## config.mk

```make
export PLATFORM = sky130hd
export DESIGN_NAME = sevseg_scan_ctrl_flat
export DESIGN_NICKNAME = d
export VERILOG_FILES = /design/src/rtl/sevseg_scan_ctrl_if.sv /design/src/rtl/sevseg_scan_ctrl.sv /design/src/flat_wrapper.sv
export SDC_FILE = /design/constraint.sdc
export NUM_CORES = 1
export LEC_CHECK = 0
export ABC_AREA = 1
export CAP_MARGIN = 20
export CORE_MARGIN = 3
export CORE_UTILIZATION = 45
export CTS_CLUSTER_DIAMETER = 50
export DETAILED_ROUTE_END_ITERATION = 10
export PLACE_DENSITY = 0.7
export RECOVER_POWER = 25
export SKIP_CTS_REPAIR_TIMING = 1
export SLEW_MARGIN = 10
export SYNTH_ARGS = -nofsm -noshare
export SYNTH_HDL_FRONTEND = slang
export SYNTH_SLANG_ARGS = --single-unit
```

## constraint.sdc

```tcl
create_clock -name clk -period 2.93 [get_ports clk]
set_clock_uncertainty 0.2 [all_clocks]
set_input_delay 0.586 -clock clk [delete_from_list [all_inputs] [get_ports clk]]
set_output_delay 0.586 -clock clk [all_outputs]
set_load 0.005 [all_outputs]
```

## src/rtl/sevseg_scan_ctrl_if.sv

```systemverilog
// Avalon-MM slave register bus for the seven-segment scan controller.
// The master drives address and strobes, and the slave returns registered read data.
interface sevseg_scan_ctrl_if;
  logic [1:0]  avs_address;
  logic        avs_write;
  logic [31:0] avs_writedata;
  logic        avs_read;
  logic [31:0] avs_readdata;

  modport master (
    output avs_address, avs_write, avs_writedata, avs_read,
    input  avs_readdata
  );

  modport slave (
    input  avs_address, avs_write, avs_writedata, avs_read,
    output avs_readdata
  );
endinterface

```

## src/rtl/sevseg_scan_ctrl.sv

```systemverilog
// Four-digit multiplexed seven-segment scanner with DATA/CTRL/STATUS registers.
// The shadow register reloads only on the frame wrap, so each frame is tear-free.
module sevseg_scan_ctrl #(
  parameter int unsigned CLK_DIV      = 50000,
  parameter int unsigned BLANK_CYCLES = 16
) (
  input  logic                 clk,
  input  logic                 reset,
  sevseg_scan_ctrl_if.slave    avs,
  output logic [6:0]           seg_n,
  output logic [3:0]           dig_en_n
);

  localparam int unsigned MAX_CYC = (CLK_DIV > BLANK_CYCLES) ? CLK_DIV : BLANK_CYCLES;
  localparam int unsigned TW      = (MAX_CYC < 2) ? 1 : $clog2(MAX_CYC);
  localparam logic [TW-1:0] DRIVE_LAST = TW'(CLK_DIV - 1);
  localparam logic [TW-1:0] BLANK_LAST = TW'(BLANK_CYCLES - 1);

  typedef enum logic [1:0] {IDLE, DRIVE, BLANK} state_t;

  state_t        state_q, state_d;
  logic [TW-1:0] timer_q, timer_d;
  logic [1:0]    idx_q, idx_d;
  logic [15:0]   shadow_q, shadow_d;
  logic [15:0]   data_q;
  logic          en_q, en_d;
  logic [3:0]    mask_q, mask_d;
  logic [6:0]    seg_d;
  logic [3:0]    dig_d;
  logic          wr_ctrl;
  logic [31:0]   rd_mux;
  logic          unused_wdata;

  assign unused_wdata = ^{avs.avs_writedata[31:16], avs.avs_writedata[3:1]};

  function automatic logic [6:0] hex7(input logic [3:0] n);
    hex7 = 7'h7F;
    case (n)
      4'h0: hex7 = 7'h40;
      4'h1: hex7 = 7'h79;
      4'h2: hex7 = 7'h24;
      4'h3: hex7 = 7'h30;
      4'h4: hex7 = 7'h19;
      4'h5: hex7 = 7'h12;
      4'h6: hex7 = 7'h02;
      4'h7: hex7 = 7'h78;
      4'h8: hex7 = 7'h00;
      4'h9: hex7 = 7'h10;
      4'hA: hex7 = 7'h08;
      4'hB: hex7 = 7'h03;
      4'hC: hex7 = 7'h46;
      4'hD: hex7 = 7'h21;
      4'hE: hex7 = 7'h06;
      4'hF: hex7 = 7'h0E;
      default: hex7 = 7'h7F;
    endcase
  endfunction

  // A CTRL write takes effect at the edge that samples it, so disabling blanks the very next cycle.
  always_comb begin
    wr_ctrl = avs.avs_write && (avs.avs_address == 2'd1);
    en_d    = wr_ctrl ? avs.avs_writedata[0]   : en_q;
    mask_d  = wr_ctrl ? avs.avs_writedata[7:4] : mask_q;
  end

  always_comb begin
    rd_mux = 32'd0;
    case (avs.avs_address)
      2'd0:    rd_mux = {16'd0, data_q};
      2'd1:    rd_mux = {24'd0, mask_q, 3'd0, en_q};
      2'd2:    rd_mux = {28'd0, state_q == BLANK, state_q == DRIVE, idx_q};
      default: rd_mux = 32'd0;
    endcase
  end

  // Register file and registered read port.
  always_ff @(posedge clk or posedge reset) begin
    if (reset) begin
      data_q           <= 16'd0;
      en_q             <= 1'b0;
      mask_q           <= 4'd0;
      avs.avs_readdata <= 32'd0;
    end else begin
      en_q   <= en_d;
      mask_q <= mask_d;
      if (avs.avs_write && (avs.avs_address == 2'd0)) begin
        data_q <= avs.avs_writedata[15:0];
      end
      if (avs.avs_read) begin
        avs.avs_readdata <= rd_mux;
      end
    end
  end

  // FSM next state; outputs are decoded from next-state values so they line up with state_q.
  always_comb begin
    state_d  = state_q;
    timer_d  = timer_q;
    idx_d    = idx_q;
    shadow_d = shadow_q;
    seg_d    = 7'h7F;
    dig_d    = 4'hF;

    if (!en_d) begin
      state_d = IDLE;
      timer_d = '0;
      idx_d   = 2'd0;
    end else begin
      case (state_q)
        IDLE: begin
          state_d  = DRIVE;
          timer_d  = '0;
          idx_d    = 2'd0;
          shadow_d = data_q;
        end
        DRIVE: begin
          if (timer_q == DRIVE_LAST) begin
            state_d = BLANK;
            timer_d = '0;
          end else begin
            timer_d = timer_q + TW'(1);
          end
        end
        BLANK: begin
          if (timer_q == BLANK_LAST) begin
            state_d = DRIVE;
            timer_d = '0;
            idx_d   = idx_q + 2'd1;
            // data_q still holds the pre-write value if a DATA write lands on this edge.
            if (idx_q == 2'd3) shadow_d = data_q;
          end else begin
            timer_d = timer_q + TW'(1);
          end
        end
        default: begin
          state_d = IDLE;
          timer_d = '0;
          idx_d   = 2'd0;
        end
      endcase
    end

    if (state_d == DRIVE) begin
      seg_d = hex7(shadow_d[{idx_d, 2'b00} +: 4]);
      dig_d = ~(4'b0001 << idx_d) | mask_d;
    end
  end

  always_ff @(posedge clk or posedge reset) begin
    if (reset) begin
      state_q  <= IDLE;
      timer_q  <= '0;
      idx_q    <= 2'd0;
      shadow_q <= 16'd0;
      seg_n    <= 7'h7F;
      dig_en_n <= 4'hF;
    end else begin
      state_q  <= state_d;
      timer_q  <= timer_d;
      idx_q    <= idx_d;
      shadow_q <= shadow_d;
      seg_n    <= seg_d;
      dig_en_n <= dig_d;
    end
  end

endmodule

```

## src/flat_wrapper.sv

```systemverilog
// flat-port wrapper written by rule: the top's interface ports become plain ports
module sevseg_scan_ctrl_flat 
#(
  parameter int unsigned CLK_DIV      = 50000,
  parameter int unsigned BLANK_CYCLES = 16
)
  (clk, reset, seg_n, dig_en_n, avs_avs_address, avs_avs_write, avs_avs_writedata, avs_avs_read, avs_avs_readdata);
  sevseg_scan_ctrl_if avs_i ();
  input  logic clk;
  input  logic reset;
  output logic [6:0] seg_n;
  output logic [3:0] dig_en_n;
  input wire logic [$bits(avs_i.avs_address)-1:0] avs_avs_address;
  input wire logic [$bits(avs_i.avs_write)-1:0] avs_avs_write;
  input wire logic [$bits(avs_i.avs_writedata)-1:0] avs_avs_writedata;
  input wire logic [$bits(avs_i.avs_read)-1:0] avs_avs_read;
  output wire logic [$bits(avs_i.avs_readdata)-1:0] avs_avs_readdata;
  assign avs_i.avs_address = avs_avs_address;
  assign avs_i.avs_write = avs_avs_write;
  assign avs_i.avs_writedata = avs_avs_writedata;
  assign avs_i.avs_read = avs_avs_read;
  assign avs_avs_readdata = avs_i.avs_readdata;
  sevseg_scan_ctrl #(.CLK_DIV(CLK_DIV), .BLANK_CYCLES(BLANK_CYCLES)) u_core (.clk(clk), .reset(reset), .avs(avs_i), .seg_n(seg_n), .dig_en_n(dig_en_n));
endmodule
```

=== Yosys cells after proc, flatten, opt, wreduce, memory -nomap -nowiden ===
Memory sizes are Yosys's and may differ from the RTL's.
Index checks and enable logic that the tools add are counted.

* Bitwise gates (word level): 2
* $add $sub $neg: 2
* Shift-type cells: 2
* Mux-type cells: 20
* Eq/ne operators: 8
* Reduce and logical (&&, ||, !) cells: 4

{| class="wikitable"
|+ Operators with widths
! cell !! number
|-
| 2-to-1 mux 16 bit || 6
|-
| one-hot mux 16 bit (2 select lines) || 2
|-
| one-hot mux 16 bit (3 select lines) || 1
|-
| adder 16 x 1 -> 16 bit, second input constant || 1
|-
| equality test 16 bit, second input constant || 1
|-
| equality test 16 x 4 -> 1 bit, second input constant || 1
|-
| variable part select 16 x 5 -> 4 bit || 1
|-
| 2-to-1 mux 2 bit || 5
|-
| 2-to-1 mux 4 bit || 2
|-
| 2-to-1 mux 7 bit || 1
|-
| equality test 2 x 1 -> 1 bit, second input constant || 3
|-
| equality test 2 bit, second input constant || 3
|-
| one-hot mux 2 bit (3 select lines) || 1
|-
| zero test 2 bit || 2
|-
| NOT 4 bit || 1
|-
| OR 4 bit || 1
|-
| one-hot mux 2 bit (2 select lines) || 1
|-
| << shifter 1 x 2 -> 4 bit, first input constant || 1
|-
| adder 2 x 1 -> 2 bit, second input constant || 1
|-
| logical AND 1 bit || 2
|-
| 2-to-1 mux 1 bit || 1
|}

* Bits in registers: 100
* Logic and storage cells: 49
* Memories: 1
* Memory bits (read-only): 112

{| class="wikitable"
|+ Memory list
! name !! depth !! bits a word !! rd ports !! clocked after Yosys merged registers in !! write ports !! line !! RTL
|-
| (no name shown) || 16 || 7 || 1 || 0 || 0 || sevseg_scan_ctrl.sv:38 || <nowiki>case (n)</nowiki>
|}

=== Depth between registers and ports, before layout ===
* Depth in word-level cells: 8
* Mapped depth: 22
* Depth with buffers taken out: 21

=== Worst setup path after synthesis ===
Ideal clock, no wire load.

* Path kind: flip-flop to flip-flop
* Start: reg u_core.state_q[0]
* End: reg u_core.seg_n[0]
* Setup time: 0.086 ns
* Clock period less this slack: 2.558 ns
* Cell stages (with the launch flop): 18
* Path slack: 0.372 ns
* Arrival time: 2.272 ns
* Required time: 2.644 ns
* Cells stage by stage: dfrtp_1 inv_1 ha_1 clkbuf_1 nor2_1 nor2_8 inv_2 nand2_1 nand3_4 nand3_2 nand2_2 nor2_4 inv_1 ha_1 nand3_1 nand2_1 nand2_1 nand3_1

* Word-level cells in the longest chain between the ends: 6

{| class="wikitable"
|+ Ends and longest elaborated chain
! what !! line !! RTL
|-
| start, declared || sevseg_scan_ctrl.sv:21 || <nowiki>state_t state_q, state_d;</nowiki>
|-
| start signal, assigned || sevseg_scan_ctrl.sv:158 || <nowiki>state_q <= state_d;</nowiki>
|-
| equality test 2 bit or zero test 2 bit (tied branches) || sevseg_scan_ctrl.sv:109 || <nowiki>case (state_q)</nowiki>
|-
| one-hot mux 16 bit (2 select lines) (*) || sevseg_scan_ctrl.sv:109 ||
|-
| 2-to-1 mux 16 bit (*) || sevseg_scan_ctrl.sv:104 || <nowiki>if (!en_d) begin</nowiki>
|-
| via u_core.shadow_d[5] || sevseg_scan_ctrl.sv:24 || <nowiki>logic [15:0] shadow_q, shadow_d;</nowiki>
|-
| variable part select 16 x 5 -> 4 bit (*) || sevseg_scan_ctrl.sv:144 || <nowiki>seg_d = hex7(shadow_d[{idx_d, 2'b00} +: 4]);</nowiki>
|-
| memory read (16 x 7 bit) (*) || - ||
|-
| 2-to-1 mux 7 bit (*) || sevseg_scan_ctrl.sv:143 || <nowiki>if (state_d == DRIVE) begin</nowiki>
|-
| via u_core.seg_d[0] || sevseg_scan_ctrl.sv:28 || <nowiki>logic [6:0] seg_d;</nowiki>
|-
| end signal, assigned || sevseg_scan_ctrl.sv:162 || <nowiki>seg_n <= seg_d;</nowiki>
|-
| end, declared || sevseg_scan_ctrl.sv:10 || <nowiki>output logic [6:0] seg_n,</nowiki>
|}

Mark *: on every way through the listed nets, which the timed path passes. The rest lies on a longest branch.
A chain may end at the register's enable or synchronous reset.

=== Worst setup path after layout ===
* Start: in avs_avs_address[1]
* End: reg u_core.seg_n[3]

* Word-level cells in the longest chain between the ends: 7

{| class="wikitable"
|+ Ends and longest elaborated chain
! what !! line !! RTL
|-
| start, declared || flat_wrapper.sv:13 || <nowiki>input wire logic [$bits(avs_i.avs_address)-1:0] avs_avs_address;</nowiki>
|-
| equality test 2 x 1 -> 1 bit (*) || sevseg_scan_ctrl.sv:61 || <nowiki>wr_ctrl = avs.avs_write && (avs.avs_address == 2'd1);</nowiki>
|-
| logical AND 1 bit (*) || sevseg_scan_ctrl.sv:61 ||
|-
| 2-to-1 mux 1 bit (*) || sevseg_scan_ctrl.sv:62 || <nowiki>en_d = wr_ctrl ? avs.avs_writedata[0] : en_q;</nowiki>
|-
| via u_core.en_d || sevseg_scan_ctrl.sv:26 || <nowiki>logic en_q, en_d;</nowiki>
|-
| 2-to-1 mux 16 bit or 2-to-1 mux 2 bit (tied branches) || sevseg_scan_ctrl.sv:104 ||
|-
| variable part select 16 x 5 -> 4 bit || sevseg_scan_ctrl.sv:144 ||
|-
| memory read (16 x 7 bit) || - ||
|-
| 2-to-1 mux 7 bit (*) || sevseg_scan_ctrl.sv:143 ||
|-
| via u_core.seg_d[3] || sevseg_scan_ctrl.sv:28 ||
|}

Marked as above.

==> reports/results.ini <==
[synth]
synth-seq-cells=84
postSynthAreaPerCell_um2=8.844
syn_area_um2=4776
yosysWarnings=0
yosysSeqAreaShare=0.4430
synth_cell_types=41
postSynthCellCount=540

[detailed_routing]
wl_um=9873
m1WireLength_um=4431
vias_per_cell=4.846
firstDrtPassIters=5
post_drt_wl_per_cell_um=13.01
drcViolationCount=0
topRoutingLayerUsed=met4
num_vias=3678
final_antenna_net_count=0
drtIter0Drc=203
wl_met2_um=4840
wl_met3_um=428

[power]
power_density_nw_per_um2=710.2
leakagePower_nw=2.744
max-vdd-ir-drop_mv=0.2425

[global_routing]
grt_pass1_vias=3397
grt_max_degree=85
grt_pass1_wl_um=16130
grtUsageTotal=0.1730
grt_overflow_total=0
antenna_found_initial=0

[critical_path]
required_ps=3000
critPathLaunchType=input pin
cp-end-kind=flip-flop
r2r_cells=18
critical_path_arrival_ps=2860
worstSetupEndpoint=u_core.seg_n[3]$_DFF_PP1_
regToRegSetupSlack_ps=210
cp_max_fo=11
timing.rr.end=u_core.seg_n[3]$_DFF_PP1_
path_class=in -> reg
startpoint=avs_avs_address[1]
timing.rr.start=u_core.timer_q[0]$_DFF_PP0_

[place]
port-buffer-count=48
dp_hpwl_um=7427
gp_congestion=0.8569
dp_cells=739

[sta]
slew_viol_final=0
max_freq_mhz=359.3
hold-worst-slack_ps=290.4
slew_headroom=0.2446
fin_crit_sh=0.9498
fin_crit_ps=2783
worst_pin_slew_ps=1133
setup_viol=0
hold_viol_final=0

[run_status]
status=completed

[floorplan]
die_x_um=109.0
fp.dieH_um=109.0
coreArea_um2=10040
pin_count=81
initial_core_util=0.4755
fp.dieArea_um2=11890
rows=36

[final_layout]
mostFrequentLayoutCell=nand2_1
nets=671
drive_gt1_frac=0.2524
post-route-util=0.5756
area_delta_synth_final_pct=21.06
final_cell_mix=120 x nand2_1, 73 x dfrtp_1, 52 x inv_1, 49 x nand3_1, 47 x nor2_1
num_antenna_cells=0
instances_no_fill=759

[clock_network]
clockBufferDepth=2
clk_pin_slew_ps=80
cts_root_buf=clkbuf_8
cts_tree=yes
insertion_delay_ps=360
numCtsBuffers=9
clock-sinks=84
cts_htree_levels=3

[job]
drv_cap=0

[hold_path]
hold_path.class=reg -> reg
hold_depth=2

## kinds of logic (layout without fill, tap and decap cells)
kind of cell               count (synthesis)  count (layout)  synth area share
and+or+nand+nor                          298             299            0.3416
xor gates and xnor gates                   6               6           0.01101
adders and majority gates                 12              12           0.03144
buffers and inverters                     87             157           0.09274
AOI/OAI and AO/OA                         36              36           0.04166
DFF                                       84              84            0.4430
other                                      1              16         0.0007852
muxes                                     16              16           0.03773
## registers in the layout (all words and copies together), names as in the netlist
register / cells
u_core.en_q: 1
u_core.idx_q: 2
u_core.seg_n: 7
u_core.mask_q: 4
u_core.state_q: 2
u_core.shadow_q: 16
u_core.dig_en_n: 4
u_core.timer_q: 16
u_core.avs.avs_readdata: 16
u_core.data_q: 16
## cell type report
type | count | area (um^2)
Fill cell | 870 | 4263
Multi-Input combinational cell | 385 | 2332
Sequential cell | 84 | 2116
Timing Repair Buffer | 83 | 758.2
Inverter | 58 | 224.0
Tap cell | 133 | 166.4
Clock buffer | 10 | 137.6
Clock inverter | 6 | 47.55
## metal layers
| layer | global-route usage | up-vias |
|---|---|---|
| li1 | - | 1855 |
| met1 | 0.2293 | 1729 |
| met2 | 0.2816 | 82 |
| met3 | 0.03552 | 12 |
| met4 | 0.05951 | 0 |
| met5 | 0 | - |
## worst min path at each step
| stage | start | end | slack, ps |
|---|---|---|---|
| 4_1_cts | u_core.timer_q[0]$_DFF_PP0_ | u_core.timer_q[0]$_DFF_PP0_ | 270 |
| 2_1_floorplan | u_core.timer_q[0]$_DFF_PP0_ | u_core.timer_q[0]$_DFF_PP0_ | 230 |
| 6_report | u_core.shadow_q[2]$_DFF_PP0_ | u_core.shadow_q[2]$_DFF_PP0_ | 290 |
| 5_1_grt | u_core.shadow_q[1]$_DFF_PP0_ | u_core.shadow_q[1]$_DFF_PP0_ | 320 |
| 3_3_place_gp | u_core.timer_q[0]$_DFF_PP0_ | u_core.timer_q[0]$_DFF_PP0_ | 240 |
| 3_5_place_dp | u_core.timer_q[0]$_DFF_PP0_ | u_core.timer_q[0]$_DFF_PP0_ | 250 |
## worst max-delay path: stages
cell	delay, ps
clkdlybuf4s50_1	440
inv_2	80
nand2_4	60
inv_4	60
nand2_4	40
nand2_2	60
nand2_4	60
inv_2	70
nand2_2	80
inv_2	100
nand2_4	70
buf_4	180
nand3_1	90
nand2_1	100
nor2_4	170
inv_1	90
ha_1	230
nand2_2	100
nand2_1	50
nand2_1	60
nand3_1	80
## Yosys cell counts
| cell | count | area share |
|---|---|---|
| nand2_8 | 2 | 0.0084 |
| nor3b_1 | 1 | 0.0016 |
| clkbuf_1 | 7 | 0.0055 |
| nand2_2 | 18 | 0.024 |
| conb_1 | 1 | 0.00079 |
| dfstp_2 | 11 | 0.061 |
| buf_6 | 3 | 0.0071 |
| nor3b_2 | 1 | 0.0026 |
| dfrtp_1 | 73 | 0.38 |
| nand3_4 | 6 | 0.022 |
| o21a_1 | 1 | 0.0016 |
| and3_1 | 1 | 0.0013 |
| o211ai_1 | 1 | 0.0016 |
| nand4_1 | 4 | 0.0052 |
| buf_12 | 1 | 0.0042 |
| inv_2 | 4 | 0.0031 |
| xor2_1 | 3 | 0.0055 |
| nand3_2 | 18 | 0.038 |
| o21ai_0 | 16 | 0.017 |
| nand3b_1 | 1 | 0.0016 |
| nand2_4 | 9 | 0.021 |
| xnor2_1 | 3 | 0.0055 |
| mux2_2 | 16 | 0.038 |
| inv_1 | 53 | 0.042 |
| ha_1 | 12 | 0.031 |
| nor2_2 | 5 | 0.0065 |
| a21oi_1 | 8 | 0.0084 |
| nor2_8 | 2 | 0.0084 |
| nand2_1 | 120 | 0.094 |
| nor3_1 | 4 | 0.0042 |
| buf_8 | 1 | 0.0031 |
| nor2_4 | 3 | 0.0071 |
| nand3_1 | 49 | 0.051 |
| nor4_1 | 1 | 0.0013 |
| buf_4 | 17 | 0.027 |
| o21bai_1 | 2 | 0.0031 |
| or2_2 | 3 | 0.0039 |
| nor2_1 | 50 | 0.039 |
| o21ai_1 | 1 | 0.0010 |
| a31oi_1 | 7 | 0.0092 |
| inv_4 | 1 | 0.0013 |
## through the flow
| step | setup WS [ps] | area (um^2) | total power, W | TNS [ps] |
|---|---|---|---|---|
| 2_1_floorplan | 372.1 | 4836 | 0.002798 | 0 |
| 3_3_place_gp | -225.8 | 5525 | 0.003247 | -1423 |
| 3_5_place_dp | -259.1 | 5525 | 0.003296 | -1550 |
| 4_1_cts | 71.05 | 5710 | 0.004083 | 0 |
| 5_1_grt | -16.47 | 5782 | 0.004417 | -16.47 |
| 6_report | 147.0 | 5782 | 0.004106 | 0 |
## power by group
part / internal [W] / switching, W / leakage (nW)
combinational: 0.000734 / 0.00103 / 1.60
clock: 0.000338 / 0.000435 / 0.0933
sequential: 0.00144 / 0.000125 / 1.05
total: 0.00252 / 0.00159 / 2.74
(Power assumes the default switching activity.)
